<file path="config.mk">
export PLATFORM = sky130hd
export DESIGN_NAME = loop_nest_seq_flat
export DESIGN_NICKNAME = d
export VERILOG_FILES = /design/src/rtl/loop_nest_pkg.sv /design/src/rtl/loop_nest_seq_if.sv /design/src/rtl/loop_level_cnt.sv /design/src/rtl/loop_nest_seq.sv /design/src/flat_wrapper.sv
export SDC_FILE = /design/constraint.sdc
export NUM_CORES = 1
export LEC_CHECK = 0
export ABC_CLOCK_PERIOD_IN_PS = 3600
export CORE_ASPECT_RATIO = 0.7
export CORE_UTILIZATION = 55
export CTS_BUF_LIST = sky130_fd_sc_hd__clkbuf_2 sky130_fd_sc_hd__clkbuf_4 sky130_fd_sc_hd__clkbuf_8
export CTS_CLUSTER_SIZE = 20
export DETAILED_ROUTE_END_ITERATION = 8
export DONT_BUFFER_PORTS = 1
export HOLD_SLACK_MARGIN = 0.02
export PLACE_DENSITY = 0.73
export SLEW_MARGIN = 20
export SYNTH_ARGS = -nofsm -noshare
export SYNTH_HDL_FRONTEND = slang
export SYNTH_SLANG_ARGS = --single-unit
</file>
<file path="constraint.sdc">
create_clock -name clk -period 3.6 [get_ports clk]
set_clock_uncertainty 0.05 [all_clocks]
set_input_delay 0.72 -clock clk [delete_from_list [all_inputs] [get_ports clk]]
set_output_delay 0.72 -clock clk [all_outputs]
set_load 0.1 [all_outputs]
</file>
<file path="src/rtl/loop_nest_pkg.sv">
// Shared types and helpers for the nested-loop sequencer.
// Level i of a packed bound/count vector lives at bits [i*CNT_W +: CNT_W].
package loop_nest_pkg;

  localparam int unsigned DefLevels = 3;
  localparam int unsigned DefCntW   = 10;

  typedef enum logic {
    StIdle = 1'b0,
    StRun  = 1'b1
  } state_e;

  function automatic int unsigned field_lsb(int unsigned lvl, int unsigned cnt_w);
    return lvl * cnt_w;
  endfunction

endpackage

</file>
<file path="src/rtl/loop_nest_seq_if.sv">
// Config, step and strobe bundle between the sequencer and its controller.
interface loop_nest_seq_if
  import loop_nest_pkg::*;
#(
  parameter int unsigned LEVELS = DefLevels,
  parameter int unsigned CNT_W  = DefCntW
);

  logic                    cfg_vld;
  logic                    cfg_rdy;
  logic [LEVELS*CNT_W-1:0] cfg_bound;
  logic                    abort;
  logic                    step_vld;
  logic                    step_rdy;
  logic [LEVELS*CNT_W-1:0] cnt;
  logic [LEVELS-1:0]       lvl_start;
  logic [LEVELS-1:0]       lvl_max;
  logic [LEVELS-1:0]       lvl_wrap;
  logic                    done;
  logic                    busy;

  modport master (
    output cfg_vld, cfg_bound, abort, step_vld,
    input  cfg_rdy, step_rdy, cnt, lvl_start, lvl_max, lvl_wrap, done, busy
  );

  modport slave (
    input  cfg_vld, cfg_bound, abort, step_vld,
    output cfg_rdy, step_rdy, cnt, lvl_start, lvl_max, lvl_wrap, done, busy
  );

endinterface

</file>
<file path="src/rtl/loop_level_cnt.sv">
// One loop level: counts 0..bound-1 on en, wrapping to 0 after the max index.
module loop_level_cnt
  import loop_nest_pkg::*;
#(
  parameter int unsigned CNT_W = DefCntW
) (
  input  logic             clk,
  input  logic             rst,
  input  logic             clr,
  input  logic             en,
  input  logic [CNT_W-1:0] bound,
  output logic [CNT_W-1:0] cnt,
  output logic             is_max,
  output logic             wraps
);

  logic [CNT_W-1:0] cnt_q;

  assign cnt    = cnt_q;
  assign is_max = (cnt_q == bound - CNT_W'(1));
  assign wraps  = is_max & en;

  always_ff @(posedge clk) begin
    if (rst || clr) begin
      cnt_q <= '0;
    end else if (en) begin
      cnt_q <= is_max ? '0 : cnt_q + CNT_W'(1);
    end
  end

endmodule

</file>
<file path="src/rtl/loop_nest_seq.sv">
// Parametrised nested-loop sequencer: captures per-level bounds, then walks the nest one
// beat per step handshake, emitting per-level start/max/wrap strobes and a done pulse.
module loop_nest_seq
  import loop_nest_pkg::*;
#(
  parameter int unsigned LEVELS = DefLevels,
  parameter int unsigned CNT_W  = DefCntW
) (
  input logic            clk,
  input logic            rst,
  loop_nest_seq_if.slave bus
);

  typedef logic [CNT_W-1:0] cnt_t;

  state_e              state_q;
  logic                cfg_rdy_q;
  logic                step_rdy_q;
  logic                busy_q;
  cnt_t [LEVELS-1:0]   bounds_q;
  cnt_t [LEVELS-1:0]   bounds_cap;
  cnt_t [LEVELS-1:0]   cnt_arr;
  logic [LEVELS-1:0]   is_max;
  logic [LEVELS-1:0]   wraps;
  logic [LEVELS-1:0]   chain;
  logic [LEVELS-1:0]   en;
  logic [LEVELS-1:0]   start_vec;
  logic                fire;
  logic                clr;
  logic                done;

  assign fire = bus.step_vld & step_rdy_q;
  // Abort still lets this cycle's strobes out, but the clear beats the count update.
  assign clr  = (state_q == StRun) & bus.abort;
  assign done = wraps[LEVELS-1];

  always_comb begin
    bounds_cap = '0;
    for (int unsigned i = 0; i < LEVELS; i++) begin
      bounds_cap[i] = bus.cfg_bound[field_lsb(i, CNT_W) +: CNT_W];
      if (bounds_cap[i] == '0) begin
        bounds_cap[i] = CNT_W'(1);
      end
    end
  end

  // Enable chain built from is_max alone so no level feeds back into its own enable.
  always_comb begin
    chain    = '0;
    en       = '0;
    chain[0] = is_max[0] & fire;
    en[0]    = fire;
    for (int unsigned i = 1; i < LEVELS; i++) begin
      chain[i] = is_max[i] & chain[i-1];
      en[i]    = chain[i-1];
    end
  end

  for (genvar g = 0; g < LEVELS; g++) begin : g_lvl
    loop_level_cnt #(
      .CNT_W (CNT_W)
    ) u_lvl (
      .clk    (clk),
      .rst    (rst),
      .clr    (clr),
      .en     (en[g]),
      .bound  (bounds_q[g]),
      .cnt    (cnt_arr[g]),
      .is_max (is_max[g]),
      .wraps  (wraps[g])
    );
    assign start_vec[g] = fire & (cnt_arr[g] == '0);
  end

  assign bus.cnt       = cnt_arr;
  assign bus.lvl_start = start_vec;
  assign bus.lvl_max   = is_max & {LEVELS{fire}};
  assign bus.lvl_wrap  = wraps;
  assign bus.done      = done;
  assign bus.cfg_rdy   = cfg_rdy_q;
  assign bus.step_rdy  = step_rdy_q;
  assign bus.busy      = busy_q;

  always_ff @(posedge clk) begin
    if (rst) begin
      state_q    <= StIdle;
      cfg_rdy_q  <= 1'b1;
      step_rdy_q <= 1'b0;
      busy_q     <= 1'b0;
      bounds_q   <= {LEVELS{CNT_W'(1)}};
    end else begin
      unique case (state_q)
        StIdle: begin
          if (bus.cfg_vld && !bus.abort) begin
            state_q    <= StRun;
            cfg_rdy_q  <= 1'b0;
            step_rdy_q <= 1'b1;
            busy_q     <= 1'b1;
            bounds_q   <= bounds_cap;
          end
        end
        StRun: begin
          if (bus.abort || done) begin
            state_q    <= StIdle;
            cfg_rdy_q  <= 1'b1;
            step_rdy_q <= 1'b0;
            busy_q     <= 1'b0;
          end
        end
        default: begin
          state_q    <= StIdle;
          cfg_rdy_q  <= 1'b1;
          step_rdy_q <= 1'b0;
          busy_q     <= 1'b0;
        end
      endcase
    end
  end

endmodule

</file>
<file path="src/flat_wrapper.sv">
// flat-port wrapper written by rule: the top's interface ports become plain ports
module loop_nest_seq_flat import loop_nest_pkg::*;
#(
  parameter int unsigned LEVELS = DefLevels,
  parameter int unsigned CNT_W  = DefCntW
)
  (clk, rst, bus_cfg_vld, bus_cfg_bound, bus_abort, bus_step_vld, bus_cfg_rdy, bus_step_rdy, bus_cnt, bus_lvl_start, bus_lvl_max, bus_lvl_wrap, bus_done, bus_busy);
  loop_nest_seq_if #(.LEVELS(LEVELS), .CNT_W(CNT_W)) bus_i ();
  input logic clk;
  input logic rst;
  input wire logic [$bits(bus_i.cfg_vld)-1:0] bus_cfg_vld;
  input wire logic [$bits(bus_i.cfg_bound)-1:0] bus_cfg_bound;
  input wire logic [$bits(bus_i.abort)-1:0] bus_abort;
  input wire logic [$bits(bus_i.step_vld)-1:0] bus_step_vld;
  output wire logic [$bits(bus_i.cfg_rdy)-1:0] bus_cfg_rdy;
  output wire logic [$bits(bus_i.step_rdy)-1:0] bus_step_rdy;
  output wire logic [$bits(bus_i.cnt)-1:0] bus_cnt;
  output wire logic [$bits(bus_i.lvl_start)-1:0] bus_lvl_start;
  output wire logic [$bits(bus_i.lvl_max)-1:0] bus_lvl_max;
  output wire logic [$bits(bus_i.lvl_wrap)-1:0] bus_lvl_wrap;
  output wire logic [$bits(bus_i.done)-1:0] bus_done;
  output wire logic [$bits(bus_i.busy)-1:0] bus_busy;
  assign bus_i.cfg_vld = bus_cfg_vld;
  assign bus_i.cfg_bound = bus_cfg_bound;
  assign bus_i.abort = bus_abort;
  assign bus_i.step_vld = bus_step_vld;
  assign bus_cfg_rdy = bus_i.cfg_rdy;
  assign bus_step_rdy = bus_i.step_rdy;
  assign bus_cnt = bus_i.cnt;
  assign bus_lvl_start = bus_i.lvl_start;
  assign bus_lvl_max = bus_i.lvl_max;
  assign bus_lvl_wrap = bus_i.lvl_wrap;
  assign bus_done = bus_i.done;
  assign bus_busy = bus_i.busy;
  loop_nest_seq #(.LEVELS(LEVELS), .CNT_W(CNT_W)) u_core (.clk(clk), .rst(rst), .bus(bus_i));
endmodule
</file>
# Word level (Yosys, flattened, before mapping)
# Index checks and enable logic that the tools add are counted.
[op_classes] addsub=6 eq_ne=5 mux=15 n_bitwise=10 reduce_logical=12
[op_table] operator="$logic_not 10->1" count=6
[op_table] operator="$mux 10" count=6
[op_table] operator="$add 10x1->10 const B" count=3
[op_table] operator="$eq 10x10->1" count=3
[op_table] operator="$sub 10x1->10 const B" count=3
[op_table] operator="$and 1x1->1" count=8
[op_table] operator="$mux 1" count=6
[op_table] operator="$pmux 1 s2" count=3
[op_table] operator="$reduce_and 2->1" count=2
[op_table] operator="$and 3x3->3" count=1
[op_table] operator="$logic_or 1x1->1" count=2
[op_table] operator="$ne 2x1->1 const B" count=1
[op_table] operator="$ne 2x2->1 const B" count=1
[op_table] operator="$logic_and 1x1->1" count=1
[op_table] operator="$logic_not 1->1" count=1
[op_table] operator="$not 1->1" count=1
[word_totals] reg_bits=63 inputBits=35 output_inout_bits=43 word_cells=57

# Logic depth before layout (Yosys ltp)
[logic_depth] depth_word=8 mapped_depth=11 mapped_depth_nobuf=10

# Modules after synthesis
# Synthesis repeated with hierarchy kept, for this count alone.
[hier_totals] cells_unflattened=498 area_unflattened_um2=3990.1
[modules_own_cells] mod="loop_level_cnt at u_core.g_lvl[1].u_lvl ..." n_inst=2 cells_each=106 area_per_inst_um2=879.6 seq_area_each_um2=200.2
[modules_own_cells] mod="loop_nest_seq" n_inst=1 cells_each=177 area_per_inst_um2=1361.3 seq_area_each_um2=660.6
[modules_own_cells] mod="loop_level_cnt at u_core.g_lvl[0].u_lvl" n_inst=1 cells_each=109 area_per_inst_um2=869.6 seq_area_each_um2=200.2

# Worst setup path after synthesis
# No wires, ideal clock.
[synth_path] path_type="flip-flop to output port" from="register u_core.g_lvl[1].u_lvl.cnt_q[7]" to="output port bus_lvl_wrap[2]" arrival_time_ps=5183 required_time_ps=2830 path_slack_ps=-2353 stages_incl_launch_ff=9 path_buffers=2 cell_sequence="dfxtp_1 > clkbuf_1 > nand2_1 > a221o_1 > o311a_1 > a2111oi_4 > nand2_4 > nor3_1 > buf_4"
[synth_via] elab_chain_cells=3
[synth_lines] item="start, declared" line_no="loop_level_cnt.sv:17" text="logic [CNT_W-1:0] cnt_q;"
[synth_lines] item="start signal, assigned" line_no="loop_level_cnt.sv:27" text="cnt_q <= is_max ? '0 : cnt_q + CNT_W'(1);"
[synth_lines] item="$eq 10x10->1" line_no="loop_level_cnt.sv:20" text="assign is_max = (cnt_q == bound - CNT_W'(1));"
[synth_lines] item="$and 1x1->1" line_no="loop_nest_seq.sv:54" text="chain[i] = is_max[i] & chain[i-1];"
[synth_lines] item="$and 1x1->1"
[synth_lines] item="end, declared" line_no="flat_wrapper.sv:20" text="output wire logic [$bits(bus_i.lvl_wrap)-1:0] bus_lvl_wrap;"
# No other way between the ends.

# Final worst setup path
[layout_path] from="register u_core.bounds_q[20] in the netlist's numbering" to="output port bus_done"
[layout_via] elab_chain_cells=3
[layout_lines] item="start, declared" line_no="loop_nest_seq.sv:20" text="cnt_t [LEVELS-1:0] bounds_q;"
[layout_lines] item="start signal, assigned" line_no="loop_nest_seq.sv:90" text="bounds_q <= {LEVELS{CNT_W'(1)}};"
[layout_lines] item="start signal, assigned" line_no="loop_nest_seq.sv:99" text="bounds_q <= bounds_cap;"
[layout_lines] item="$sub 10x1->10" line_no="loop_level_cnt.sv:20"
[layout_lines] item="$eq 10x10->1" line_no="loop_level_cnt.sv:20"
[layout_lines] item="$and 1x1->1"
[layout_lines] item="end, declared" line_no="flat_wrapper.sv:21" text="output wire logic [$bits(bus_i.done)-1:0] bus_done;"
# No other way between the ends.

==> impl_results.md <==
* Asr flop ratio synth at 0
* CTS tree: built
* Clock-pin slew of the registers on the worst-case setup and hold paths at 0.06 ns
* Nets@finish at between 500 and 600
* DR WL/cell at 16.2 um
* First-pass GRT wire length at approximately 16000 um
* Synth Area in Adders at 0.0292
* Critical Path AT at 2.81 ns
* Final WS setup at 0.0166 ns
* Startpoint Class: register
* Die H at 72.1 um
* Minimum clock period at 3.58 ns
* Main synth FF type: dfxtp_1
* Max_slew headroom at 0.359
* Fmax at ~0.28 GHz
* Post-route ant nets at 0
* Worst-margin pin slew at approximately 0.96 ns
* Number of synthesized register bits at between 60 and 70
* Post-Synth XOR/XNOR Area at 0.0999
* Synth Area in Compound Gates at 0.169
* Largest family of logic cells by synthesized area: simple AND/OR/NAND/NOR gates
* Syn Nets at 543
* Hold slack at about 0.38 ns
* Die ar. at between 7000 and 8000 um^2
* Die Wd at 102 um
* FP Rows at 25
* DP Wirelength at 7410 um
* Residual DRC at 0
* Most common cell after layout, fill and taps aside: nand2_1
* CP endpoint kind: output port
* Initial antenna violation count at 0
* Worst skew pair latency at 0.36 ns
* Pre-CTS WS at 0.146 ns
* Routability congestion estimate at ~0.85
* CP Max Fanout at 2
* Vias in the first global route at about 3300
* Final setup violation count at 0
* Slew Limit Fails at 0
* Overall Global Routing Usage at 0.282
* Max cap viols at 0
* Initial DRC count at around 200
* Post-synth cell types at 63
* Commonest cells after routing, fill and taps aside: nand2_1 (77), a21oi_1 (48), buf_4 (48)
* IO Count at approximately 80
* Peak VDD IR at between 200 and 250 uV
* Leakage at 1.77 nW
* Required time of the critical path at 2.83 ns
* Yosys warnings at 0
* Layout cells sized above 1 at 0.251
* Number of flops mapped to enable cells by yosys at 0
* Post-synthesis mux area share at 0.00778
* Clock root buffer: clkbuf_8
* Syn Std Cell Area at 3860 um^2
* Simple-gate area share of the yosys netlist at 0.313
* Syn Area/Cell at between 7 and 8 um^2
* Worst Setup Path Type: register to output port
* Sequential share of the synthesized area at 0.327
* CTS Buf Count at 9
* Core Area at a little under 7000 um^2
* Hold Vio Cnt, Final at 0
* Vias after detailed routing at ~3800
* Largest net degree at the start of global routing at 35
* Starting Density at 0.571
* Synth Instances at between 400 and 500
* Hold Crit Class: input port to register
* CTS max path bufs at 2
* # diodes at 0
* RSZ-0062 raised after global routing: yes
* Final wirelength at 10300 um
* Area delta synth->final at 22.0%
* I/O Buffers at 0
* CTS Hold Bufs at 0
* Total global routing overflow at 0
* Fin crit share at 0.995
* CTS HTree Levels at 3
* TritonRoute pass-1 iters at 5
* PwrDens at about 370 nW/um^2
* Via-to-Cell Ratio at between 6 and 7
* Outcome: finished clean
* CTS sink count at 63
-- stage by stage --
step / TNS (ns) / total power, mW / cells / area [um^2] / utilization
after floorplan: -0.257 / 1.04 / 499 / 3980 / -
after global placement: 0 / 1.09 / 607 / 4350 / 0.644
after detailed placement: 0 / 1.10 / 607 / 4350 / 0.644
after CTS: -0.150 / 1.73 / 627 / 4600 / 0.681
after global routing: -0.263 / 1.81 / 636 / 4710 / 0.697
final: 0 / 1.74 / 636 / 4710 / 0.697
-- sequential cells by signal, summed over array words and instances, names as in the netlist --
name	cells
u_core.bounds_q	30
u_core.bus.cfg_rdy	1
u_core.bus.step_rdy	1
u_core.g_lvl.u_lvl.cnt	30
u_core.state_q	1
-- routing by layer --
metal / vias up / part of all wire / GRT usage
li1: 1855 / - / -
met1: 1797 / 0.46 / 0.398
met5: - / 0 / 0
met2: 156 / 0.44 / 0.409
met3: 13 / 0.091 / 0.0992
met4: 0 / 0.010 / 0.0730
-- worst max-delay path, cell delays in order (launching register included) --
cell       delay [ns]
dfxtp_4          0.34
or4_4            0.53
nor2_1           0.14
xnor2_1          0.08
or4_1            0.41
a2111o_1         0.39
nor3_4           0.31
clkbuf_16        0.26
-- report_power, final --
| group | switching (mW) | internal, mW |
|---|---|---|
| clock | 0.278 | 0.351 |
| combinational | 0.236 | 0.124 |
| sequential | 0.0415 | 0.715 |
-- final timing paths --
kind              slack (ns)                      endpoint  cells past startpoint                start
setup / recovery        0.02                      bus_done                      7  u_core.bounds_q[20]
hold / removal          0.38           u_core.bounds_q[21]                      1                  rst
setup reg to reg        0.48  u_core.g_lvl[1].u_lvl.cnt[8]                      9   u_core.bounds_q[0]
hold reg to reg         0.43           u_core.bounds_q[29]                      2  u_core.bounds_q[29]
-- synth_stat cells (2+ instances only) --
master / number / area share
a211o_1: 4 / 0.0091
a21o_1: 2 / 0.0039
a21oi_1: 48 / 0.062
a221o_1: 2 / 0.0052
a31oi_1: 6 / 0.0097
and2_1: 4 / 0.0065
and3_1: 4 / 0.0065
and4_1: 2 / 0.0045
buf_4: 6 / 0.012
clkbuf_1: 20 / 0.019
dfxtp_1: 63 / 0.33
ha_1: 9 / 0.029
inv_1: 21 / 0.020
mux2i_1: 3 / 0.0078
nand2_1: 77 / 0.075
nand3_1: 22 / 0.029
nand4_1: 11 / 0.018
nand4b_1: 4 / 0.0091
nor2_1: 33 / 0.032
nor2b_1: 2 / 0.0032
nor3_1: 15 / 0.019
nor3b_1: 5 / 0.0097
nor4_1: 11 / 0.018
nor4b_1: 3 / 0.0068
o21a_1: 2 / 0.0039
o21ai_0: 16 / 0.021
o21ba_2: 2 / 0.0052
o31ai_1: 4 / 0.0078
or2_2: 3 / 0.0049
or3_1: 14 / 0.023
or4_1: 5 / 0.0097
or4_4: 3 / 0.0088
xnor2_1: 20 / 0.045
xor2_1: 24 / 0.054
-- cell type report --
class / instances / area (um^2)
multi-input combinational: 388 / 2510
fill: 588 / 2050
sequential: 63 / 1330
timing repair buffer: 54 / 477
clock buffer: 12 / 153
tap: 94 / 118
inverter: 21 / 78.8
clock inverter: 4 / 45.0
-- cells by family (layout without fill, tap and decap cells) --
group           after synthesis  count (layout)
simple gates                230             231
compound gates              101             101
flops                        63              63
buf+inv                      49              91
xor+xnor                     44              44
fa+ha+maj                     9               9
mux                           3               3
-- repair_timing --
action | CTS | global route
gates cloned | 0 | 1
setup endpoints to repair | 3 | 7
pin swaps | 5 | 4
setup buffers | 4 | 8
resized for setup | 7 | 13
(Power assumes the default switching activity.)
